### src/rtl/fphub_pkg.sv
// Shared types and helpers for the FPHUB adder arbitration slice.
package fphub_pkg;

  typedef enum logic [1:0] {
    ARB_IDLE,
    ARB_START,
    ARB_BUSY,
    ARB_RESP
  } arb_state_e;

  // Index width for n items, never narrower than one bit.
  function automatic int clog2(input int n);
    int r;
    int v;
    r = 0;
    v = 1;
    while (v < n) begin
      v = v * 2;
      r = r + 1;
    end
    return (r < 1) ? 1 : r;
  endfunction

endpackage

### src/rtl/fphub_rr_arbiter.sv
// Round-robin grant selection: first asserted request at or after the pointer, wrapping.
module fphub_rr_arbiter
  import fphub_pkg::*;
#(
  parameter int NumReq = 2,
  parameter int IdW    = clog2(NumReq)
) (
  input  logic [NumReq-1:0] req,
  input  logic [IdW-1:0]    ptr,
  output logic [NumReq-1:0] grant,
  output logic [IdW-1:0]    grant_idx,
  output logic              grant_valid
);

  always_comb begin
    int cand;
    cand        = 0;
    grant       = '0;
    grant_idx   = '0;
    grant_valid = 1'b0;
    for (int off = 0; off < NumReq; off++) begin
      cand = int'(ptr) + off;
      if (cand >= NumReq) cand = cand - NumReq;
      if (!grant_valid && req[cand]) begin
        grant[cand] = 1'b1;
        grant_idx   = IdW'(cand);
        grant_valid = 1'b1;
      end
    end
  end

endmodule

### src/rtl/fphub_adder_arbiter.sv
// Shares one FPHUB adder among several requesters with round-robin grants,
// a single-op sequencer around the adder start/finish protocol, and a finish watchdog.
module fphub_adder_arbiter
  import fphub_pkg::*;
#(
  parameter int NumReq        = 2,
  parameter int M             = 23,
  parameter int E             = 8,
  parameter int TimeoutCycles = 64
) (
  input  logic                          clk_i,
  input  logic                          rst_ni,
  input  logic                          flush_i,
  input  logic [NumReq-1:0]             req_valid_i,
  output logic [NumReq-1:0]             req_ready_o,
  input  logic [NumReq*(E+M+1)-1:0]     req_x_i,
  input  logic [NumReq*(E+M+1)-1:0]     req_y_i,
  input  logic [NumReq-1:0]             req_sub_i,
  output logic                          resp_valid_o,
  input  logic                          resp_ready_i,
  output logic [clog2(NumReq)-1:0]      resp_id_o,
  output logic [E+M:0]                  resp_z_o,
  output logic                          resp_timeout_o,
  output logic                          adu_start_o,
  output logic [E+M:0]                  adu_x_o,
  output logic [E+M:0]                  adu_y_o,
  input  logic [E+M:0]                  adu_z_i,
  input  logic                          adu_finish_i,
  output logic                          busy_o
);

  localparam int W   = E + M + 1;
  localparam int IdW = clog2(NumReq);
  localparam int TW  = clog2(TimeoutCycles) + 1;

  arb_state_e state_q, state_d;

  logic [IdW-1:0]    ptr_q, ptr_d;
  logic [TW-1:0]     timer_q, timer_next;
  logic              timer_expire;
  logic [W-1:0]      x_q, y_q, z_q;
  logic [IdW-1:0]    id_q;
  logic              timeout_q;

  logic [NumReq-1:0] grant;
  logic [IdW-1:0]    grant_idx;
  logic              grant_valid;
  logic [W-1:0]      sel_x, sel_y;
  logic              sel_sub;

  logic load_op, cap_finish, cap_timeout, timer_clr;

  fphub_rr_arbiter #(
    .NumReq (NumReq),
    .IdW    (IdW)
  ) u_rr (
    .req         (req_valid_i),
    .ptr         (ptr_q),
    .grant       (grant),
    .grant_idx   (grant_idx),
    .grant_valid (grant_valid)
  );

  assign sel_x   = req_x_i[int'(grant_idx)*W +: W];
  assign sel_y   = req_y_i[int'(grant_idx)*W +: W];
  assign sel_sub = req_sub_i[grant_idx];

  // The watchdog fires when the incremented count would reach TimeoutCycles-1,
  // so an op that never finishes leaves BUSY TimeoutCycles cycles after START.
  assign timer_next   = timer_q + TW'(1);
  assign timer_expire = (timer_next == TW'(TimeoutCycles - 1));

  always_ff @(posedge clk_i or negedge rst_ni) begin
    if (!rst_ni) state_q <= ARB_IDLE;
    else         state_q <= state_d;
  end

  always_comb begin
    state_d     = state_q;
    ptr_d       = ptr_q;
    req_ready_o = '0;
    load_op     = 1'b0;
    cap_finish  = 1'b0;
    cap_timeout = 1'b0;
    timer_clr   = 1'b0;
    case (state_q)
      ARB_IDLE: begin
        if (grant_valid && !flush_i) begin
          req_ready_o = grant;
          load_op     = 1'b1;
          ptr_d       = (grant_idx == IdW'(NumReq - 1)) ? '0 : grant_idx + IdW'(1);
          state_d     = ARB_START;
        end
      end
      ARB_START: begin
        timer_clr = 1'b1;
        state_d   = ARB_BUSY;
      end
      ARB_BUSY: begin
        if (adu_finish_i) begin
          cap_finish = 1'b1;
          state_d    = ARB_RESP;
        end else if (timer_expire) begin
          cap_timeout = 1'b1;
          state_d     = ARB_RESP;
        end
      end
      ARB_RESP: begin
        if (resp_ready_i) state_d = ARB_IDLE;
      end
      default: state_d = ARB_IDLE;
    endcase
    // Flush drops whatever is in flight but keeps the fairness pointer.
    if (flush_i) begin
      state_d     = ARB_IDLE;
      ptr_d       = ptr_q;
      load_op     = 1'b0;
      cap_finish  = 1'b0;
      cap_timeout = 1'b0;
    end
  end

  always_ff @(posedge clk_i or negedge rst_ni) begin
    if (!rst_ni) begin
      ptr_q     <= '0;
      timer_q   <= '0;
      x_q       <= '0;
      y_q       <= '0;
      id_q      <= '0;
      z_q       <= '0;
      timeout_q <= 1'b0;
    end else begin
      ptr_q <= ptr_d;
      if (load_op) begin
        x_q  <= sel_x;
        y_q  <= sel_y ^ {sel_sub, {(W-1){1'b0}}};
        id_q <= grant_idx;
      end
      if (timer_clr)                 timer_q <= '0;
      else if (state_q == ARB_BUSY)  timer_q <= timer_next;
      if (cap_finish) begin
        z_q       <= adu_z_i;
        timeout_q <= 1'b0;
      end else if (cap_timeout) begin
        z_q       <= '0;
        timeout_q <= 1'b1;
      end
    end
  end

  assign adu_start_o    = (state_q == ARB_START);
  assign adu_x_o        = x_q;
  assign adu_y_o        = y_q;
  assign resp_valid_o   = (state_q == ARB_RESP);
  assign resp_id_o      = id_q;
  assign resp_z_o       = z_q;
  assign resp_timeout_o = timeout_q;
  assign busy_o         = (state_q != ARB_IDLE);

endmodule

### config.mk
export PLATFORM = sky130hd
export DESIGN_NAME = fphub_adder_arbiter
export DESIGN_NICKNAME = d
export VERILOG_FILES = /design/src/rtl/fphub_pkg.sv /design/src/rtl/fphub_rr_arbiter.sv /design/src/rtl/fphub_adder_arbiter.sv
export SDC_FILE = /design/constraint.sdc
export NUM_CORES = 1
export LEC_CHECK = 0
export BUFFER_PORTS_ARGS = -buffer_cell sky130_fd_sc_hd__buf_2
export CAP_MARGIN = 10
export CELL_PAD_IN_SITES_DETAIL_PLACEMENT = 1
export CELL_PAD_IN_SITES_GLOBAL_PLACEMENT = 1
export CORE_ASPECT_RATIO = 2
export CORE_MARGIN = 2
export CORE_UTILIZATION = 32
export DETAILED_ROUTE_END_ITERATION = 6
export GPL_TIMING_DRIVEN = 0
export PLACE_DENSITY = 0.93
export SLEW_MARGIN = 20
export SYNTH_ARGS = -nofsm -noshare
export SYNTH_HDL_FRONTEND = slang
export SYNTH_SLANG_ARGS = --single-unit
### constraint.sdc
create_clock -name clk_i -period 2.36 [get_ports clk_i]
set_input_delay 0.472 -clock clk_i [delete_from_list [all_inputs] [get_ports clk_i]]
set_output_delay 0.472 -clock clk_i [all_outputs]
set_load 0.01 [all_outputs]
---- Word level (Yosys, flattened, before mapping) ----
Cells that the tools add are included.
storage, ports and cells
  output and inout bits ................... 103
  input port bits ......................... 169
  bits in registers ....................... 108
  word-level logic and storage cells ...... 90
cells by class
  reduce and logical (&&, ||, !) cells .... 12
  equal/unequal tests ..................... 7
  muxes and demuxes ....................... 46
  add/sub/neg operators ................... 5
  $lt $le $gt $ge ......................... 7
  bitwise logic cells ..................... 3
  shift operators ......................... 2
operators with widths
  kind                                                                                  count
  32-bit 2-to-1 mux                                                                     4
  64-bit by 7-bit indexed part select with 32-bit output                                2
  32-bit by 1-bit greater-or-equal comparator with 1-bit output, second input constant  2
  32-bit by 3-bit < comparator with 1-bit output, second input constant                 2
  32-bit by 3-bit greater-or-equal comparator with 1-bit output, second input constant  1
  32-bit by 3-bit subtractor with 32-bit output, second input constant                  1
  32-bit XOR                                                                            1
  1-bit 2-to-1 mux                                                                      28
  2-bit 2-to-1 mux                                                                      9
  7-bit 2-to-1 mux                                                                      2
  2-bit case mux with 4 select lines                                                    1
  7-bit by 1-bit adder with 7-bit output, second input constant                         1
  7-bit by 6-bit == test with 1-bit output, second input constant                       1
  3-bit AND reduction                                                                   2
  2-bit nonzero test                                                                    3
  2-bit == test, second input constant                                                  2
  1-bit logical AND                                                                     4
  4-bit != test, second input constant                                                  1
  3-bit by 2-bit != test with 1-bit output, second input constant                       1
  3-bit != test, second input constant                                                  1
  1-bit by 2-bit subtractor with 3-bit output, second input constant                    1
  1-bit by 1-bit adder with 2-bit output, second input constant                         1
  1-bit demux with 1-bit select                                                         2
  2-bit by 1-bit == test with 1-bit output, second input constant                       1
  7 further kinds                                                                       8

---- Longest topological paths before layout ----
Gate-level depths: netlist of run 1.
  depth in word-level cells ............... 13
  mapped depth ............................ 9
  mapped depth without buffers ............ 7

---- By module ----
From an unflattened synthesis of run 1, not the netlist that was laid out.
second synthesis, totals
  cell total of the unflattened synthesis .. 441
  area total of the unflattened synthesis .. 4888.4 µm²
by module, submodules not included
  module               cells an instance  sequential area each (µm²)  area each (µm²)  times used
  fphub_adder_arbiter  436                2702.6                      4855.9           1
  fphub_rr_arbiter     5                  0.0                         32.5             1

---- Least setup slack after synthesis of run 1 ----
OpenSTA, ideal clock, no wires.
  path kind ............................... reg-to-reg
  from .................................... reg timer_q[0]
  to ...................................... reg state_q[0]
  setup time .............................. 0.125 ns
  period minus slack after synthesis ...... 2.008 ns
  required time ........................... 2.235 ns
  arrival time ............................ 1.883 ns
  path buffers ............................ 0
  slack ................................... 0.352 ns
  stages on the path, launching flop included .. 7
  path through ............................ dfrtp_1 > ha_1 > or2_2 > o32ai_1 > o221a_2 > o31a_1 > mux2_4
on the way
  cells in the longest elaborated chain, start to end .. 4
ends and longest elaborated chain
  item                                      line                        source
  from (decl)                               fphub_adder_arbiter.sv:39   logic [TW-1:0] timer_q, timer_next;
  from (signal assigned)                    fphub_adder_arbiter.sv:140  else if (state_q == ARB_BUSY) timer_q <= timer_next;
  7-bit by 1-bit adder with 7-bit output    fphub_adder_arbiter.sv:70   assign timer_next = timer_q + TW'(1);
  7-bit by 6-bit == test with 1-bit output  fphub_adder_arbiter.sv:71   assign timer_expire = (timer_next == TW'(TimeoutCycles - 1));
  4-bit != test (no line)                   -
  3-bit AND reduction (no line)             -
  to (signal assigned)                      fphub_adder_arbiter.sv:75   else state_q <= state_d;
  to (decl)                                 fphub_adder_arbiter.sv:36   arb_state_e state_q, state_d;
No other way between the ends.
A chain may end at the register's enable or synchronous reset.

---- Worst setup path in the final report of run 1 ----
  from .................................... reg timer_q[0]
  to ...................................... reg z_q[8] (netlist: resp_z_o[8])
on the way
  cells in the longest elaborated chain, start to end .. 7
ends and longest elaborated chain
  item                                      line                        source
  7-bit by 1-bit adder with 7-bit output    fphub_adder_arbiter.sv:70
  7-bit by 6-bit == test with 1-bit output  fphub_adder_arbiter.sv:71
  1-bit 2-to-1 mux                          fphub_adder_arbiter.sv:103  end else if (timer_expire) begin
  1-bit 2-to-1 mux                          fphub_adder_arbiter.sv:100  if (adu_finish_i) begin
  1-bit 2-to-1 mux                          fphub_adder_arbiter.sv:86   case (state_q)
  1-bit 2-to-1 mux                          fphub_adder_arbiter.sv:114  if (flush_i) begin
  2-bit nonzero test (no line)              -
  to (signal assigned)                      fphub_adder_arbiter.sv:142  z_q <= adu_z_i;
  to (decl)                                 fphub_adder_arbiter.sv:41   logic [W-1:0] x_q, y_q, z_q;
No other way between the ends.

==> results.yml, run 1 <==
clocking:
  numClockSinks: 108
  clk_path_buf_depth: 2
  clk_latency_ps: 340
  clk_pin_slew_ps: 70
  cts_tree: "done"
  root_buffer: "clkbuf_16"
  htreeDepth: 3
  cts_made_buffers: 9
timing:
  period_share_pct: 92.8
  hold_viol_final: 0
  setup_ws_ps: 170
  relSlewSlack_pct: 64.0
  fmax_mhz: 457
  skew_ps: 8.28
  rsz0062_at_grt: "false"
  tightest_slew_ps: 540
  slew_violations: 0
  tns_ps: 0
  setup_viol: 0
  final.min_clock_period_ps: 2190
synthesis:
  syn_avg_cell_area_um2: 12.0
  async_flop_share_pct: 100
  synth_warnings: 0
  synth_ff_type: "dfrtp_1"
  synth_edf_count: 0
  ys_seq_elements: 108
  synth.distinct_cells: 43
  ys_seq_area_share_pct: 60.1
  mappedNetlistNets: 550
  syn_area_um2: 4500
  netlist_instances: 375
global_routing:
  grt_max_degree: 57
  grt_usage_pct: 20.7
  overflow: 0
  grt_pass1_vias: 4725
  grt_pass1_wl_um: 23900
  antenna_found_initial: 3
die:
  die-height_um: 172
  ios: 272
  rows: 61
  dieWidth_um: 87.8
  die_area_um2: 15100
  start_util_pct: 32.6
  core_um2: 13800
critical_path:
  rr_startpoint: "timer_q[0]"
  worstSetupEndpointType: "register"
  path_class: "reg2reg"
  crit_end: "resp_z_o[8]"
  r2r_slack_ps: 170
  start_kind: "register"
  worst-r2r-cell-count: 7
  arrival_ps: 2420
  path_max_fanout: 10
  cp.required_ps: 2590
  startpoint: "timer_q[0]"
  worstReg2RegEnd: "resp_z_o[8]"
routing:
  drt_iter0_markers: 270
  first_pass_iters: 7
  dr_total_vias: 4471
  wl_per_cell_um: 18.6
  vias_per_cell: 5.20
  wl_um: 16000
  ant_nets: 0
  drc: 1
power_and_ir_drop:
  power_density_nw_per_um2: 1260
  ir_worst_vdd_mv: 0.527
  power.leakage_nw: 3.77
  power.total_w: 0.00820
cells_and_area:
  final_cells: 860
  final_cell_mix: "buf_2, dfrtp_1, inv_1"
  layout-drive-gt1-share_pct: 48.1
  final_common_cell: "buf_2"
  nets: 839
  design_area_um2: 6510
  area_delta_synth_final_pct: 44.8
placement:
  place_hpwl_um: 12800
  gp_congestion: 0.797
  dp_slack_ps: -172
  portBuffers: 271
  dpl_cell_area_um2: 6120
  dp_cells: 836
hold_path:
  min_path_type: "in2async"
outcome:
  violations: "DRC"
  status: "complete, but fails checks"
run:
  maxCapViolCount: 0
==> sequential cells by signal, indices dropped and copies added, names as in the netlist <==
signal	cells
state_q	2
timer_q	7
adu_x_o	32
resp_timeout_o	1
adu_y_o	32
ptr_q	1
resp_z_o	32
resp_id_o	1
==> critical path, stage by stage (launching register included) <==
cell     delay [ps]
dfrtp_1         480
ha_2            270
or2_2           270
o32ai_1         260
o221a_2         290
o21ai_2         120
buf_4           200
a22o_1          190
==> worst min-delay path by stage <==
stage,start,end,slack (ps),depth (start not counted)
after floorplan,rst_ni,adu_x_o[0],180,0
after global placement,resp_id_o,resp_id_o,460,1
after detailed placement,rst_ni,resp_z_o[15],470,1
after CTS,rst_ni,resp_z_o[15],90,1
after global routing,rst_ni,resp_z_o[20],110,1
final,rst_ni,resp_z_o[15],80,1
==> kinds of logic (layout without fill, tap and decap cells) <==
| group | after synthesis | after routing | share of synthesized area, % |
|---|---|---|---|
| other cells | 0 | 3 | 0 |
| mux | 2 | 2 | 0.556 |
| compound gates | 125 | 125 | 24.8 |
| xor+xnor | 2 | 2 | 0.390 |
| fa+ha+maj | 6 | 6 | 1.67 |
| buf+inv | 102 | 395 | 8.85 |
| simple gates | 30 | 30 | 3.59 |
| flops | 108 | 108 | 60.1 |
==> cell usage after synthesis, types with 2 or more instances <==
library cell | number | area share [%]
nor2b_1 | 3 | 0.42
inv_1 | 72 | 6.0
nand2b_1 | 3 | 0.42
o21ai_0 | 5 | 0.56
a21oi_1 | 8 | 0.89
buf_4 | 4 | 0.67
nor3_1 | 3 | 0.33
nand2_1 | 3 | 0.25
ha_1 | 6 | 1.7
nand3_1 | 4 | 0.45
a21o_1 | 4 | 0.67
a22o_1 | 32 | 6.2
o2bb2ai_1 | 2 | 0.39
a222oi_1 | 63 | 14
nor2_1 | 5 | 0.42
dfrtp_1 | 108 | 60
clkbuf_1 | 23 | 1.9
buf_1 | 2 | 0.17
==> metrics by stage <==
stage | utilization, % | hold slack, ps
after floorplan | - | 176
final | 47.1 | 79.7
after global placement | 44.1 | 456
after global routing | 47.1 | 114
after CTS | 46.6 | 86.6
after detailed placement | 44.3 | 470
==> layer usage <==
metal / up-vias / GRT usage (%) / share of wire [%]
met3: 24 / 4.37 / 6.3
met4: 0 / 7.76 / 2.4
met1: 2255 / 20.8 / 33
met5: - / 0 / 0
met2: 190 / 40.2 / 58
li1: 2002 / - / -
==> power by group <==
part	total, W	switching [W]	internal (W)
clock network	0.00150	0.000682	0.000818
registers	0.00325	0.000532	0.00272
logic	0.00345	0.00189	0.00156
==> repair_timing <==
action	in CTS	in global routing
setup endpoints to repair	54	94
setup buffers	0	6
resized for setup	9	23
hold buffers	0	0
==> cell type report <==
class | instances | area, um2
clock inverter | 6 | 63.8
fill | 1602 | 7300
inverter | 73 | 274
clock buffer | 9 | 225
multi-input combinational | 165 | 1420
tap | 189 | 236
sequential | 108 | 2700
antenna | 3 | 7.51
buffer | 29 | 151
timing repair buffer | 278 | 1440
No activity file was read; power rests on OpenSTA's default activity.
==> run 2: changes to the inputs <==
Settings changed: ABC_AREA from default to 0, CELL_PAD_IN_SITES_DETAIL_PLACEMENT 1 to default, CELL_PAD_IN_SITES_GLOBAL_PLACEMENT 1 to default, CORE_UTILIZATION 32 to 43, PLACE_DENSITY 0.93 to 0.92.
==> run 2 against run 1 <==
- the run still ends with DRC left
- clock skew rose by 1.7 ps
- count of clock-buffer cells in the layout is 2 higher
- core utilization increased by 16 points
- first-iteration DRC count up 54%
- clock power decreased by 5%
==> results.yml, run 2 (synthesized netlist as in run 1, its figures left out) <==
timing:
  holdWs_ps: 52.3
  skew_ps: 9.98
  slew_violations: 0
  final.min_clock_period_ps: 2220
  fmax_mhz: 449
  period_share_pct: 94.3
  hold_viol_final: 0
  tightest_slew_ps: 506
  setup_viol: 0
  relSlewSlack_pct: 66.3
  setup_ws_ps: 135
routing:
  vias_per_cell: 5.74
  drc: 19
  ant_nets: 0
  first_pass_iters: 7
  dr_total_vias: 4595
  drt_iter0_markers: 416
  wl_per_cell_um: 18.7
  wl_um: 15000
clocking:
  clk_pin_slew_ps: 80
  clk_path_buf_depth: 2
  htreeDepth: 3
  numClockSinks: 108
  cts_tree: "done"
  cts_made_buffers: 9
  clk_latency_ps: 340
  root_buffer: "clkbuf_16"
  hold_buffers: 0
die:
  rows: 52
  core_um2: 10100
  die-height_um: 149
  die_area_um2: 11300
  ios: 272
  start_util_pct: 44.3
  dieWidth_um: 76.3
cells_and_area:
  final_cell_mix: "buf_2, dfrtp_1, inv_1"
  nFillCells: 788
  final_cells: 801
  multiInputGateArea_um2: 1410
  regArea_um2: 2700
  layout-drive-gt1-share_pct: 47.8
  nets: 835
  area_delta_synth_final_pct: 42.2
  final_common_cell: "buf_2"
hold_path:
  min_path_type: "in2async"
placement:
  dp_cells: 782
  dp_slack_ps: -34.0
  place_hpwl_um: 11600
  gp_congestion: 0.887
  portBuffers: 271
critical_path:
  start_kind: "register"
  path_max_fanout: 8
  worstSetupEndpointType: "register"
  cp_slowest_cell: "dfrtp_1"
  worst-r2r-cell-count: 6
  critPathMaxStageDelay_ps: 460
  worstReg2RegEnd: "state_q[0]"
  r2r_slack_ps: 140
  rr_startpoint: "timer_q[0]"
  path_class: "reg2reg"
  cp.required_ps: 2580
  arrival_ps: 2450
  path_cells: "ha_2, or2_2, o32ai_1, o221a_2, o31a_1, mux2_4"
global_routing:
  grt_pass1_wl_um: 22700
  grt_max_degree: 61
  grt_pass1_vias: 4701
  grt_usage_pct: 25.4
  overflow: 0
  antenna_found_initial: 1
outcome:
  status: "complete, but fails checks"
  violations: "DRC"
power_and_ir_drop:
  power.leakage_nw: 3.75
  ir_worst_vdd_mv: 0.574
  power_density_nw_per_um2: 1270
run:
  maxCapViolCount: 0
run 2: cell types whose count changed in the layout (fill, tap and decap cells not counted), moves of 2 or more:
cell,delta
clkinvlp_4,-2
diode_2,-2
clkinv_2,-2
clkbuf_2,+2
buf_4,-5
clkinv_4,+3
run 2: layout make-up:
class,count,area share (%)
flip-flops and latches,108,42.3
repair buffers,274,22.0
multi-input cells,165,22.0
inverters,73,4.28
clock buffers,11,3.79
well taps,135,2.64
plain buffers,29,2.31
clock inverters,5,0.685
diodes,1,0.0391
run 2: routing by layer:
layer	global-route usage, %	vias up	wire, um
met3	5.70	51	1120
met4	15.7	0	698
met1	24.8	2217	4960
met5	0	-	0
li1	-	2008	-
met2	47.6	319	8210
run 2: report_power, final:
part	switching [W]	internal [W]
clock network	0.000663	0.000758
registers	0.000561	0.00272
logic	0.00190	0.00153
total	0.00312	0.00500
run 2: worst max path at each step:
stage / to / start / slack, ps / cells after the start
after floorplan: state_q[0] / timer_q[0] / 350 / 6
after global placement: adu_y_o[8] / rst_ni / -190 / 1
after detailed placement: adu_x_o[10] / state_q[0] / -30 / 9
after CTS: req_ready_o[0] / state_q[0] / 1 / 7
after global routing: req_ready_o[0] / state_q[0] / -10 / 7
final: state_q[0] / timer_q[0] / 140 / 6
run 2: repair_timing:
action                                  4_1_cts  5_1_grt
endpoints found under the setup margin       13       67
gates resized for setup                       4       31
setup buffers                                 0        1
gates cloned                                  0        1
run 2: worst max-delay path: cells and delay by family (launching register included):
kind                       cells  cell delay (ps)
AOI/OAI and AO/OA              3              760
adders and majority gates      1              270
DFF                            1              460
muxes                          1              310
and+or+nand+nor                1              300
run 2: metrics by stage:
step | utilization [%] | power, W | instance area, um2 | TNS [ps]
6_report | 63.0 | 0.00813 | 6400 | 0
5_1_grt | 63.0 | 0.00860 | 6400 | -12.2
4_1_cts | 62.5 | 0.00810 | 6350 | 0
3_5_place_dp | 59.7 | 0.00665 | 6060 | -193
3_3_place_gp | 59.3 | 0.00641 | 6020 | -20010
2_1_floorplan | - | 0.00508 | 4500 | 0
==> run 3: changes to the inputs <==
Settings changed: CORE_AREA from default to 2 2 104 106, CORE_ASPECT_RATIO 2 to default, CORE_MARGIN 2 to default, CORE_UTILIZATION 43 to default, DIE_AREA from default to 0 0 106 108, PLACE_DENSITY 0.92 to 0.93.
Clock period 2.36 ns to 2.73 ns, I/O delays scaled along.
==> run 3 against run 2 <==
- non-clock buffer count fell by 2
- the flow still finishes with violations (DRC)
- wire length decreased by 3.5%
- count of clock-buffer cells in the layout stayed put
- setup slack better by 70 ps
- power is 19% lower
- critical path type is now reg2out
- combinational power down 17%
- core utilization decreased by 2.0 points
- sequential share of layout area up 1.1 points
- via count fell by 3.0%
- global-route usage fell by 0.46 points
- largest cell class unchanged
- critical path depth unchanged
==> results.yml, run 3 (synthesized netlist as in run 1, its figures left out) <==
critical_path:
  worst-r2r-cell-count: 9
  critPathMaxStageDelay_ps: 430
  path_class: "reg2out"
  path_cells: "inv_1, ha_1, inv_1, nor3_1, clkbuf_2, buf_2"
  crit_top_cell: "inv_1"
  worstSetupEndpointType: "output pin"
  worstReg2RegEnd: "adu_x_o[3]"
  arrival_ps: 1980
  cp_slowest_cell: "dfrtp_1"
  cp.required_ps: 2180
  start_kind: "register"
  path_max_fanout: 10
  r2r_slack_ps: 320
  rr_startpoint: "state_q[0]"
routing:
  drc: 14
  drt_iter0_markers: 650
  wl_um: 14500
  ant_nets: 0
  wl_per_cell_um: 18.0
  first_pass_iters: 7
  dr_total_vias: 4457
  vias_per_cell: 5.55
cells_and_area:
  regArea_um2: 2700
  design_area_um2: 6240
  multiInputGateArea_um2: 1400
  layout-drive-gt1-share_pct: 45.1
  nFillCells: 860
  nets: 833
  area_delta_synth_final_pct: 38.7
  final_common_cell: "buf_2"
  final_cell_mix: "buf_2, dfrtp_1, inv_1"
placement:
  portBuffers: 271
  gp_congestion: 0.870
  place_hpwl_um: 11100
  dpl_cell_area_um2: 6060
die:
  ios: 272
  rows: 37
  start_util_pct: 44.0
  die-height_um: 108
  die_area_um2: 11400
  dieWidth_um: 106
  core_um2: 10200
outcome:
  violations: "DRC"
  status: "complete, but fails checks"
clocking:
  cts_tree: "done"
  clk_latency_ps: 360
  htreeDepth: 3
  cts_made_buffers: 9
  clk_pin_slew_ps: 90
  root_buffer: "clkbuf_8"
  numClockSinks: 108
  clk_path_buf_depth: 2
global_routing:
  grt_pass1_vias: 4404
  overflow: 0
  grt_usage_pct: 24.9
  grt_max_degree: 60
  antenna_found_initial: 4
  grt_pass1_wl_um: 22100
timing:
  period_share_pct: 92.5
  rsz0062_at_grt: "false"
  setup_viol: 0
  hold_viol_final: 0
  final.min_clock_period_ps: 2520
  holdWs_ps: 110
  skew_ps: 7.15
  slew_violations: 0
  relSlewSlack_pct: 56.9
  fmax_mhz: 396
  tightest_slew_ps: 646
  tns_ps: 0
power_and_ir_drop:
  combPwrFrac_pct: 43.3
  switchingPower_w: 0.00256
  internal-power_w: 0.00399
  p_clk_share_pct: 13.3
  p_sw_share_pct: 39.1
  power.leakage_nw: 3.65
  power_density_nw_per_um2: 1050
  p_seq_share_pct: 43.4
  ir_worst_vdd_mv: 0.548
hold_path:
  min_path_type: "in2async"
run:
  maxCapViolCount: 0
-- run 3: critical path: cells and delay by family, from the launching register on --
| family | cells | cell delay, ps |
|---|---|---|
| simple gates | 1 | 280 |
| flops | 1 | 430 |
| fa+ha+maj | 1 | 170 |
| buf+inv | 4 | 740 |
-- run 3: how the worst max path moves through the flow --
stage	from	to	cells past startpoint
after floorplan	timer_q[0]	state_q[0]	6
after global placement	rst_ni	adu_y_o[28]	1
after detailed placement	req_valid_i[0]	adu_x_o[28]	8
after CTS	state_q[0]	req_ready_o[0]	7
after global routing	state_q[0]	req_ready_o[0]	7
final	state_q[0]	req_ready_o[1]	6
-- run 3: metrics by stage --
stage               utilization (%)  power, W  setup WS [ps]  cells
floorplan                         -   0.00439            722    375
global placement               58.9   0.00553           48.8    782
detailed placement             59.2   0.00571            220    783
CTS                            60.9   0.00659            127    799
global route                   61.0   0.00701           21.7    803
finish                         61.0   0.00655            206    803
-- run 3: power by group through the flow --
stage | clock network [W] | registers (W) | logic [W]
detailed placement | 0 | 0.00284 | 0.00287
global route | 0.000964 | 0.00293 | 0.00312
global placement | 0 | 0.00280 | 0.00273
floorplan | 0 | 0.00311 | 0.00128
finish | 0.000870 | 0.00285 | 0.00284
CTS | 0.000898 | 0.00283 | 0.00287
-- run 3: final cells by class --
type,count,share of cell area (%)
diodes,4,0.160
repair buffers,272,22.3
well taps,136,2.73
flip-flops and latches,108,43.3
plain buffers,29,2.03
clock inverters,5,0.441
multi-input cells,165,22.4
inverters,73,4.39
clock buffers,11,2.27
-- run 3: timing repair --
action	in CTS	in global routing
buffers inserted	0	0
endpoints found under the setup margin	2	1
hold buffers	0	0
resized for setup	2	1
gates cloned	0	0
-- run 3: layer usage --
metal	wire (um)	GRT usage, %
met5	0	0
met1	5400	28.8
met4	437	12.5
met3	1160	5.12
met2	7480	44.2
